`src/rtl/reg_op_sequencer.sv`:
```
// Four-state execute/writeback sequencer feeding a two-read/one-write register file.
// Each instruction walks IDLE -> READ -> EXEC -> WRITE regardless of opcode or legality.
module reg_op_sequencer #(
    parameter int WIDTH   = 16,
    parameter int MAX_REG = 12
) (
    input  logic             clk,
    input  logic             reset,
    input  logic [15:0]      inst,
    input  logic             inst_valid,
    output logic             inst_ready,
    output logic [4:0]       reg_addr1,
    output logic [4:0]       reg_addr2,
    input  logic [WIDTH-1:0] reg_r1_data,
    input  logic [WIDTH-1:0] reg_r2_data,
    output logic [WIDTH-1:0] reg_wdata,
    output logic             reg_write,
    output logic             done,
    output logic             err,
    output logic [3:0]       flags
);

    // Handshake: an instruction transfers on a rising edge where inst_valid && inst_ready;
    // inst_valid seen while inst_ready is low is dropped, never queued.

    localparam logic [3:0] OP_ADD  = 4'h0;
    localparam logic [3:0] OP_SUB  = 4'h1;
    localparam logic [3:0] OP_AND  = 4'h2;
    localparam logic [3:0] OP_OR   = 4'h3;
    localparam logic [3:0] OP_XOR  = 4'h4;
    localparam logic [3:0] OP_MOV  = 4'h5;
    localparam logic [3:0] OP_CMP  = 4'h6;
    localparam logic [3:0] OP_MOVI = 4'h8;
    localparam logic [3:0] OP_ADDI = 4'h9;

    typedef enum logic [1:0] {IDLE, READ, EXEC, WRITE} state_t;

    state_t            state;
    logic [15:0]       inst_q;
    logic              legal_q;
    logic [WIDTH-1:0]  op_a;
    logic [WIDTH-1:0]  op_b;

    logic [3:0]        opc;
    logic [WIDTH-1:0]  imm_sx;
    logic [WIDTH-1:0]  add_b;
    logic [WIDTH:0]    sum_ext;
    logic [WIDTH:0]    dif_ext;
    logic [WIDTH-1:0]  alu_res;
    logic              alu_c;
    logic              alu_f;
    logic              sets_flags;
    logic              inst_legal;

    function automatic logic reg_ok(input logic [3:0] r);
        reg_ok = (r != 4'd0) && (int'(r) <= MAX_REG);
    endfunction

    always_comb begin
        case (inst[15:12])
            OP_ADD, OP_SUB, OP_AND, OP_OR,
            OP_XOR, OP_MOV, OP_CMP:  inst_legal = reg_ok(inst[11:8]) && reg_ok(inst[3:0]);
            OP_MOVI, OP_ADDI:        inst_legal = reg_ok(inst[11:8]);
            default:                 inst_legal = 1'b0;
        endcase
    end

    assign opc     = inst_q[15:12];
    assign imm_sx  = {{(WIDTH-8){inst_q[7]}}, inst_q[7:0]};
    assign add_b   = (opc == OP_ADDI) ? imm_sx : op_b;
    assign sum_ext = {1'b0, op_a} + {1'b0, add_b};
    // The extra MSB of the widened difference is exactly the unsigned borrow (A < B).
    assign dif_ext = {1'b0, op_a} - {1'b0, op_b};

    always_comb begin
        alu_res    = '0;
        alu_c      = 1'b0;
        alu_f      = 1'b0;
        sets_flags = 1'b0;
        case (opc)
            OP_ADD, OP_ADDI: begin
                alu_res    = sum_ext[WIDTH-1:0];
                alu_c      = sum_ext[WIDTH];
                alu_f      = (op_a[WIDTH-1] == add_b[WIDTH-1]) && (alu_res[WIDTH-1] != op_a[WIDTH-1]);
                sets_flags = 1'b1;
            end
            OP_SUB, OP_CMP: begin
                alu_res    = dif_ext[WIDTH-1:0];
                alu_c      = dif_ext[WIDTH];
                alu_f      = (op_a[WIDTH-1] != op_b[WIDTH-1]) && (alu_res[WIDTH-1] != op_a[WIDTH-1]);
                sets_flags = 1'b1;
            end
            OP_AND:  alu_res = op_a & op_b;
            OP_OR:   alu_res = op_a | op_b;
            OP_XOR:  alu_res = op_a ^ op_b;
            OP_MOV:  alu_res = op_b;
            OP_MOVI: alu_res = {{(WIDTH-8){1'b0}}, inst_q[7:0]};
            default: alu_res = '0;
        endcase
    end

    always_ff @(posedge clk) begin
        if (reset) begin
            state      <= IDLE;
            inst_ready <= 1'b0;
            inst_q     <= '0;
            legal_q    <= 1'b0;
            op_a       <= '0;
            op_b       <= '0;
            reg_addr1  <= '0;
            reg_addr2  <= '0;
            reg_wdata  <= '0;
            reg_write  <= 1'b0;
            done       <= 1'b0;
            err        <= 1'b0;
            flags      <= 4'b0000;
        end else begin
            reg_addr1 <= '0;
            reg_addr2 <= '0;
            reg_wdata <= '0;
            reg_write <= 1'b0;
            done      <= 1'b0;
            err       <= 1'b0;
            case (state)
                IDLE: begin
                    inst_ready <= 1'b1;
                    if (inst_valid && inst_ready) begin
                        inst_q     <= inst;
                        legal_q    <= inst_legal;
                        inst_ready <= 1'b0;
                        reg_addr1  <= {1'b0, inst[11:8]};
                        reg_addr2  <= {1'b0, inst[3:0]};
                        state      <= READ;
                    end
                end
                READ: begin
                    op_a  <= reg_r1_data;
                    op_b  <= reg_r2_data;
                    state <= EXEC;
                end
                EXEC: begin
                    if (legal_q && sets_flags)
                        flags <= {alu_f, alu_res[WIDTH-1], alu_c, (alu_res == '0)};
                    reg_addr1 <= {1'b0, inst_q[11:8]};
                    reg_wdata <= alu_res;
                    reg_write <= legal_q && (opc != OP_CMP);
                    done      <= 1'b1;
                    err       <= ~legal_q;
                    state     <= WRITE;
                end
                WRITE: begin
                    inst_ready <= 1'b1;
                    state      <= IDLE;
                end
                default: state <= IDLE;
            endcase
        end
    end

endmodule

```
`config.mk`:
```
export PLATFORM = sky130hd
export DESIGN_NAME = reg_op_sequencer
export DESIGN_NICKNAME = d
export VERILOG_FILES = /design/src/rtl/reg_op_sequencer.sv
export SDC_FILE = /design/constraint.sdc
export NUM_CORES = 1
export LEC_CHECK = 0
export ABC_AREA = 1
export CAP_MARGIN = 40
export CORE_ASPECT_RATIO = 1.5
export CORE_UTILIZATION = 50
export CTS_BUF_LIST = sky130_fd_sc_hd__clkbuf_2 sky130_fd_sc_hd__clkbuf_4 sky130_fd_sc_hd__clkbuf_8
export DETAILED_ROUTE_END_ITERATION = 8
export PLACE_DENSITY = 0.76
export SLEW_MARGIN = 20
export SYNTH_ARGS = -nofsm -noshare
export SYNTH_HDL_FRONTEND = slang
export SYNTH_SLANG_ARGS = --single-unit
```
`constraint.sdc`:
```
create_clock -name clk -period 3.9 [get_ports clk]
set_input_delay 0.78 -clock clk [delete_from_list [all_inputs] [get_ports clk]]
set_output_delay 0.78 -clock clk [all_outputs]
set_load 0.1 [all_outputs]
```
Word-level counts from Yosys, hierarchy flattened. Cells that the tools add are included.

Add/subtract/negate cells: 2. $mul: 0. Div/mod/pow operators: 0. $lt $le $gt $ge: 2. Equal/unequal tests: 25. Shift operators: 0. Multiplexer cells: 13. Bitwise gates (word level): 7. Reductions and logical operators: 25.

Operators by type and width (number): 16-bit one-hot mux with 7 select lines (1); 4-bit by 3-bit == test with 1-bit output (second input constant) (6); 16-bit by 16-bit adder with 17-bit output (1); 16-bit by 16-bit subtractor with 17-bit output (1); 16-bit bitwise AND (1); 4-bit by 2-bit == test with 1-bit output (second input constant) (4); 4-bit == test (second input constant) (4); 16-bit zero test (1); 16-bit two-way mux (1); 16-bit bitwise OR (1); 16-bit bitwise XOR (1); 2-bit OR reduction (5); 4-bit by 1-bit == test with 1-bit output (second input constant) (2); 4-bit <= comparator (second input constant) (2); 1-bit logical AND (8); 4-bit zero test (2); 1-bit one-hot mux with 2 select lines (4); 2-bit one-hot mux with 4 select lines (1); 4-bit one-hot mux with 2 select lines (1); 4-bit nonzero test (2); 7-bit OR reduction (1); 2-bit == test (second input constant) (2); 4-bit two-way mux (1); 4-bit by 3-bit != test with 1-bit output (second input constant) (1); 12 further kinds (20).

Register bits: 85. Bits in latches: 0. Bits in writable memories: 0. Memory bits (read-only): 0. Bits of input ports: 51. Output and inout bits: 34. Logic and storage cells: 88. Memories kept: 0.

Longest topological paths before layout.
Word-level depth: 6. Depth in mapped cells: 24. Gate-level depth less buffers: 23.

Worst setup path after synthesis. OpenSTA, ideal clock, no wires.

Path kind: register to register. From: register inst_q[15]. To: register flags[0]. Setup time: 0.068 ns. Data arrival time: 2.637 ns. Required time: 3.832 ns. Setup slack: 1.195 ns. Cell stages (with the launch flop): 22. Path buffers: 1. Clock period less this slack: 2.705 ns. Cell sequence: dfxtp_1 inv_1 nor2_4 nand2_2 inv_1 clkbuf_1 o21ai_0 inv_1 ha_1 nand2_1 inv_1 a21oi_1 inv_1 a21oi_1 nand2_1 nand2_1 nand3_1 nor2_2 nand2_1 nor2_1 nand2_1 a21oi_2.

Longest elaborated chain between the ends: 5. Elaborated cells between the ends (all ways): 19. Those cells by class: 1 x add/sub; 8 x eq/ne; 3 x mux; 7 x reduce/logical.

Ends and longest elaborated chain: from (decl) (RTL line 39) `logic [15:0] inst_q;`; from (signal assigned) (RTL line 128) `inst_q <= inst;`; 4-bit == test, or another cell as far along (RTL line 70, 80); 16-bit two-way mux / 4-bit OR reduction (equally long branches); 16-bit by 16-bit adder with 17-bit output / 1-bit two-way mux (equally long branches) (RTL line 71, 80); 16-bit one-hot mux with 7 select lines / 1-bit logical AND (equally long branches) (RTL line 80, 142); 16-bit zero test / 2-bit AND reduction (equally long branches); to (signal assigned) (RTL line 143) `flags <= {alu_f, alu_res[WIDTH-1], alu_c, (alu_res == '0)};`; to (decl) (RTL line 20) `output logic [3:0] flags`.

Several ways; a longest one is shown, not always the timed one. A chain may end at the register's enable or synchronous reset.

Worst setup path in the final report. Same ends and word-level chain as after synthesis.

==> impl_metrics.csv <==
group,metric,value,unit
status,run_status,"complete, no violations",
cells_and_area,n_antenna_cell,0,
timing,fmax,306,MHz
synth,ys_types,41,
die,fp.coreArea,12100,µm²
synth,synth-seq-cells,83,
timing,min_period_over_period,83.8,%
clock_network,post-cts-setup-buffers,0,
die,die_x,93.6,µm
die,die_area,13000,µm²
clock_network,ctsRootBufferMaster,"clkbuf_8",
timing,grt_setup_unrepaired,"no",
route,detail_route.drc_violations,0,
die,pin_count,85,
grt,first_global_vias,6474,
clock_network,cts-hold-fix-buffers,0,
power_and_ir_drop,share_of_total_power_in_sequential_cells,22.3,%
synth,sequential_fraction_of_the_synthesis_area,26.4,%
placed_design,port_buffers,82,
clock_network,tritoncts.num_buffers,9,
power_and_ir_drop,vdd_drop_max,0.416,mV
timing,final_hold_viol_count,0,
cells_and_area,fraction_of_final_layout_cells_sized_beyond_drive_strength_1,7.07,%
clock_network,tritoncts_clock_tree,"built",
worst_hold_path,type_of_the_worst_min_delay_path,"flop to flop",
route,vias,6570,
clock_network,clk-insertion-delay-late,0.38,ns
power_and_ir_drop,clock_power_share,12.0,%
clock_network,max_h_tree_level,3,
die,placement_rows,49,
route,first_pass_iters,5,
grt,grt_remaining_overflow,0,
power_and_ir_drop,power.net_switching,3.12,mW
setup_path,cp_slowest_stage_delay,0.42,ns
synth,syn-instance-count,990,
placed_design,dp_hpwl,15.9,mm
power_and_ir_drop,power_density_over_the_cells,721,nW/µm²
clock_network,post_cts_resized,0,
route,wl,19.5,mm
clock_network,tritoncts_num_sinks,83,
synth,yosys_warnings,0,
die,initial_core_util,51.8,%
synth,synth.avg_cell_area,6.35,µm²
setup_path,setup.worst_path.class,"flop to flop",
timing,fin_setup_tns,0,ns
timing,timing_worst_slew_pin_value,0.651,ns
setup_path,critical_path.endpoint_type,"flop",
placed_design,place_congestion,0.965,
power_and_ir_drop,power_switching_share,54.7,%
cells_and_area,layout.nets,1223,
power_and_ir_drop,internal_power,2.59,mW
grt,grt_first_pass_wirelength,30.8,mm
setup_path,worstSetupStartpointType,"flop",
setup_path,critical_path_required,4.21,ns
die,die-height,139,µm
cells_and_area,most_common_cell_after_layout_fill_and_taps_aside,"nand2_1",
timing,setup_viol_count_final,0,
grt,grt_util_all_layers,31.1,%
flow_run,timing.max_cap.violations,0,
setup_path,critical_path_cell_by_cell,"inv_1, nor2_4, nand2_2, inv_1, nand2_1, o21ai_0, inv_1, ha_1, nand2_1, inv_1, a21oi_1, inv_1, a21oi_1, nand2_1, nand2_1, nand3_1, nor2_2, nand2_1, nor2_1, nand2_1, a21oi_2",
power_and_ir_drop,p_comb_share,65.8,%
setup_path,crit_path_max_fanout,12,
clock_network,ctsLongestPathBuffers,2,
grt,maximum_number_of_pins_on_one_net_before_global_route_repair,65,
timing,final.min_clock_period,3.27,ns
cells_and_area,nFillCells,1108,
timing,maxSlewHeadroom,56.6,%
setup_path,worst_path_max_delay_cell,"dfxtp_1",
cells_and_area,syn_to_final_growth,26.1,%
route,avgViaCountPerCell,5.23,
timing,clock_skew,0.0110,ns
route,ant_nets,0,
timing,drv_slew,0,
cells_and_area,layout_utilization,65.3,%
route,wl_per_cell,15.6,µm
clock_network,clk_pin_slew_worst_paths,0.09,ns
route,drt_iter0_markers,378,
cells_and_area,layout_common_cells,"244 x nand2_1, 162 x inv_1, 102 x nor2_1, 83 x a21oi_1, 83 x dfxtp_1",
setup_path,cp_common_cell,"nand2_1",
synth,syn_area,6290,µm²
grt,number_of_antenna_violations_at_the_first_check_in_global_routing,0,
power_and_ir_drop,p_leak,3.91,nW
setup_path,cp_data_arrival_time,3.58,ns
==> worst max-delay path: cells and delay by family (launching register included) <==
| family | cells | cell delay [ns] |
|---|---|---|
| AOI/OAI and AO/OA | 4 | 0.64 |
| adders and majority gates | 1 | 0.35 |
| buffers and inverters | 5 | 0.42 |
| DFF | 1 | 0.42 |
| and+or+nand+nor | 11 | 1.37 |
==> through the flow <==
stage                     area [µm²]  total power, mW  std cells  hold WS [ns]  setup slack (ns)
final                           7930             5.71       1256         0.468             0.630
after global routing            7930             6.21       1256         0.483             0.322
after CTS                       7930             5.67       1256         0.469             0.647
after detailed placement        7720             4.98       1240         0.452             0.667
after global placement          7230             4.87       1207         0.449             0.781
after floorplan                 6290             3.89        991         0.427              1.19
==> routing by layer <==
layer / up-vias / share of wire [%] / track usage [%]
met5: - / 0 / 0
met4: 0 / 8.5 / 24.5
met3: 77 / 3.4 / 3.99
met2: 215 / 51 / 56.6
met1: 2902 / 37 / 31.0
li1: 3376 / - / -
==> cells in the mapped netlist, drive strengths merged <==
cell | instances | share of area [%]
nor2 | 111 | 7.3
a31o | 4 | 0.56
o2111ai | 1 | 0.14
ha | 72 | 14
clkinv | 2 | 0.12
nand3b | 6 | 0.72
xnor2 | 1 | 0.14
o31ai | 1 | 0.12
o21bai | 4 | 0.48
dfxtp | 83 | 26
inv | 167 | 10
clkbuf | 15 | 0.90
a21oi | 84 | 6.7
buf | 9 | 0.90
and2 | 2 | 0.20
nand4 | 8 | 0.80
o21ai | 79 | 6.3
xor2 | 1 | 0.14
o22ai | 1 | 0.10
o211ai | 6 | 0.72
a22oi | 1 | 0.12
a211oi | 1 | 0.12
o221ai | 8 | 1.1
nor3 | 2 | 0.16
a31oi | 3 | 0.30
conb | 1 | 0.060
fa | 2 | 0.64
nand3 | 66 | 5.3
nand2 | 248 | 15
or2 | 1 | 0.10
==> final timing paths <==
| path | start | endpoint | slack, ns | cells after the start |
|---|---|---|---|---|
| min | inst_q[8] | inst_q[8] | 0.47 | 2 |
| max | inst_q[15] | flags[0] | 0.63 | 21 |
| max reg2reg | inst_q[15] | flags[0] | 0.63 | 21 |
| min reg2reg | inst_q[8] | inst_q[8] | 0.47 | 2 |
==> kinds of logic after synthesis <==
logic type,after synthesis,share of synthesized area [%]
compound gates,193,16.8
xor+xnor,2,0.279
fa+ha+maj,74,15.0
buf+inv,193,11.9
flops,83,26.4
other cells,1,0.0596
simple gates,444,29.6
==> layout make-up <==
cell class | count | area [µm²] | share of cell area [%]
Multi-Input combinational cell | 715 | 3880 | 49.0
Inverter | 169 | 634 | 8.00
Timing Repair Buffer | 120 | 1350 | 17.0
Clock buffer | 10 | 138 | 1.74
Sequential cell | 83 | 1660 | 21.0
Clock inverter | 6 | 72.6 | 0.915
Tap cell | 153 | 191 | 2.41
==> flip-flops by register name (all words and copies together), names as in the netlist, 2 cells and up <==
name,count
state,2
flags,4
reg_addr1,4
op_a,16
reg_wdata,16
reg_addr2,4
inst_q,16
op_b,16
==> power groups by stage <==
stage	registers [mW]	clock network (mW)	logic, mW
after global routing	1.29	0.725	4.20
after CTS	1.27	0.687	3.72
final	1.27	0.685	3.76
after detailed placement	1.28	0	3.70
after floorplan	1.37	0	2.52
after global placement	1.28	0	3.59
Note: power is estimated with default switching activity, not from simulation.
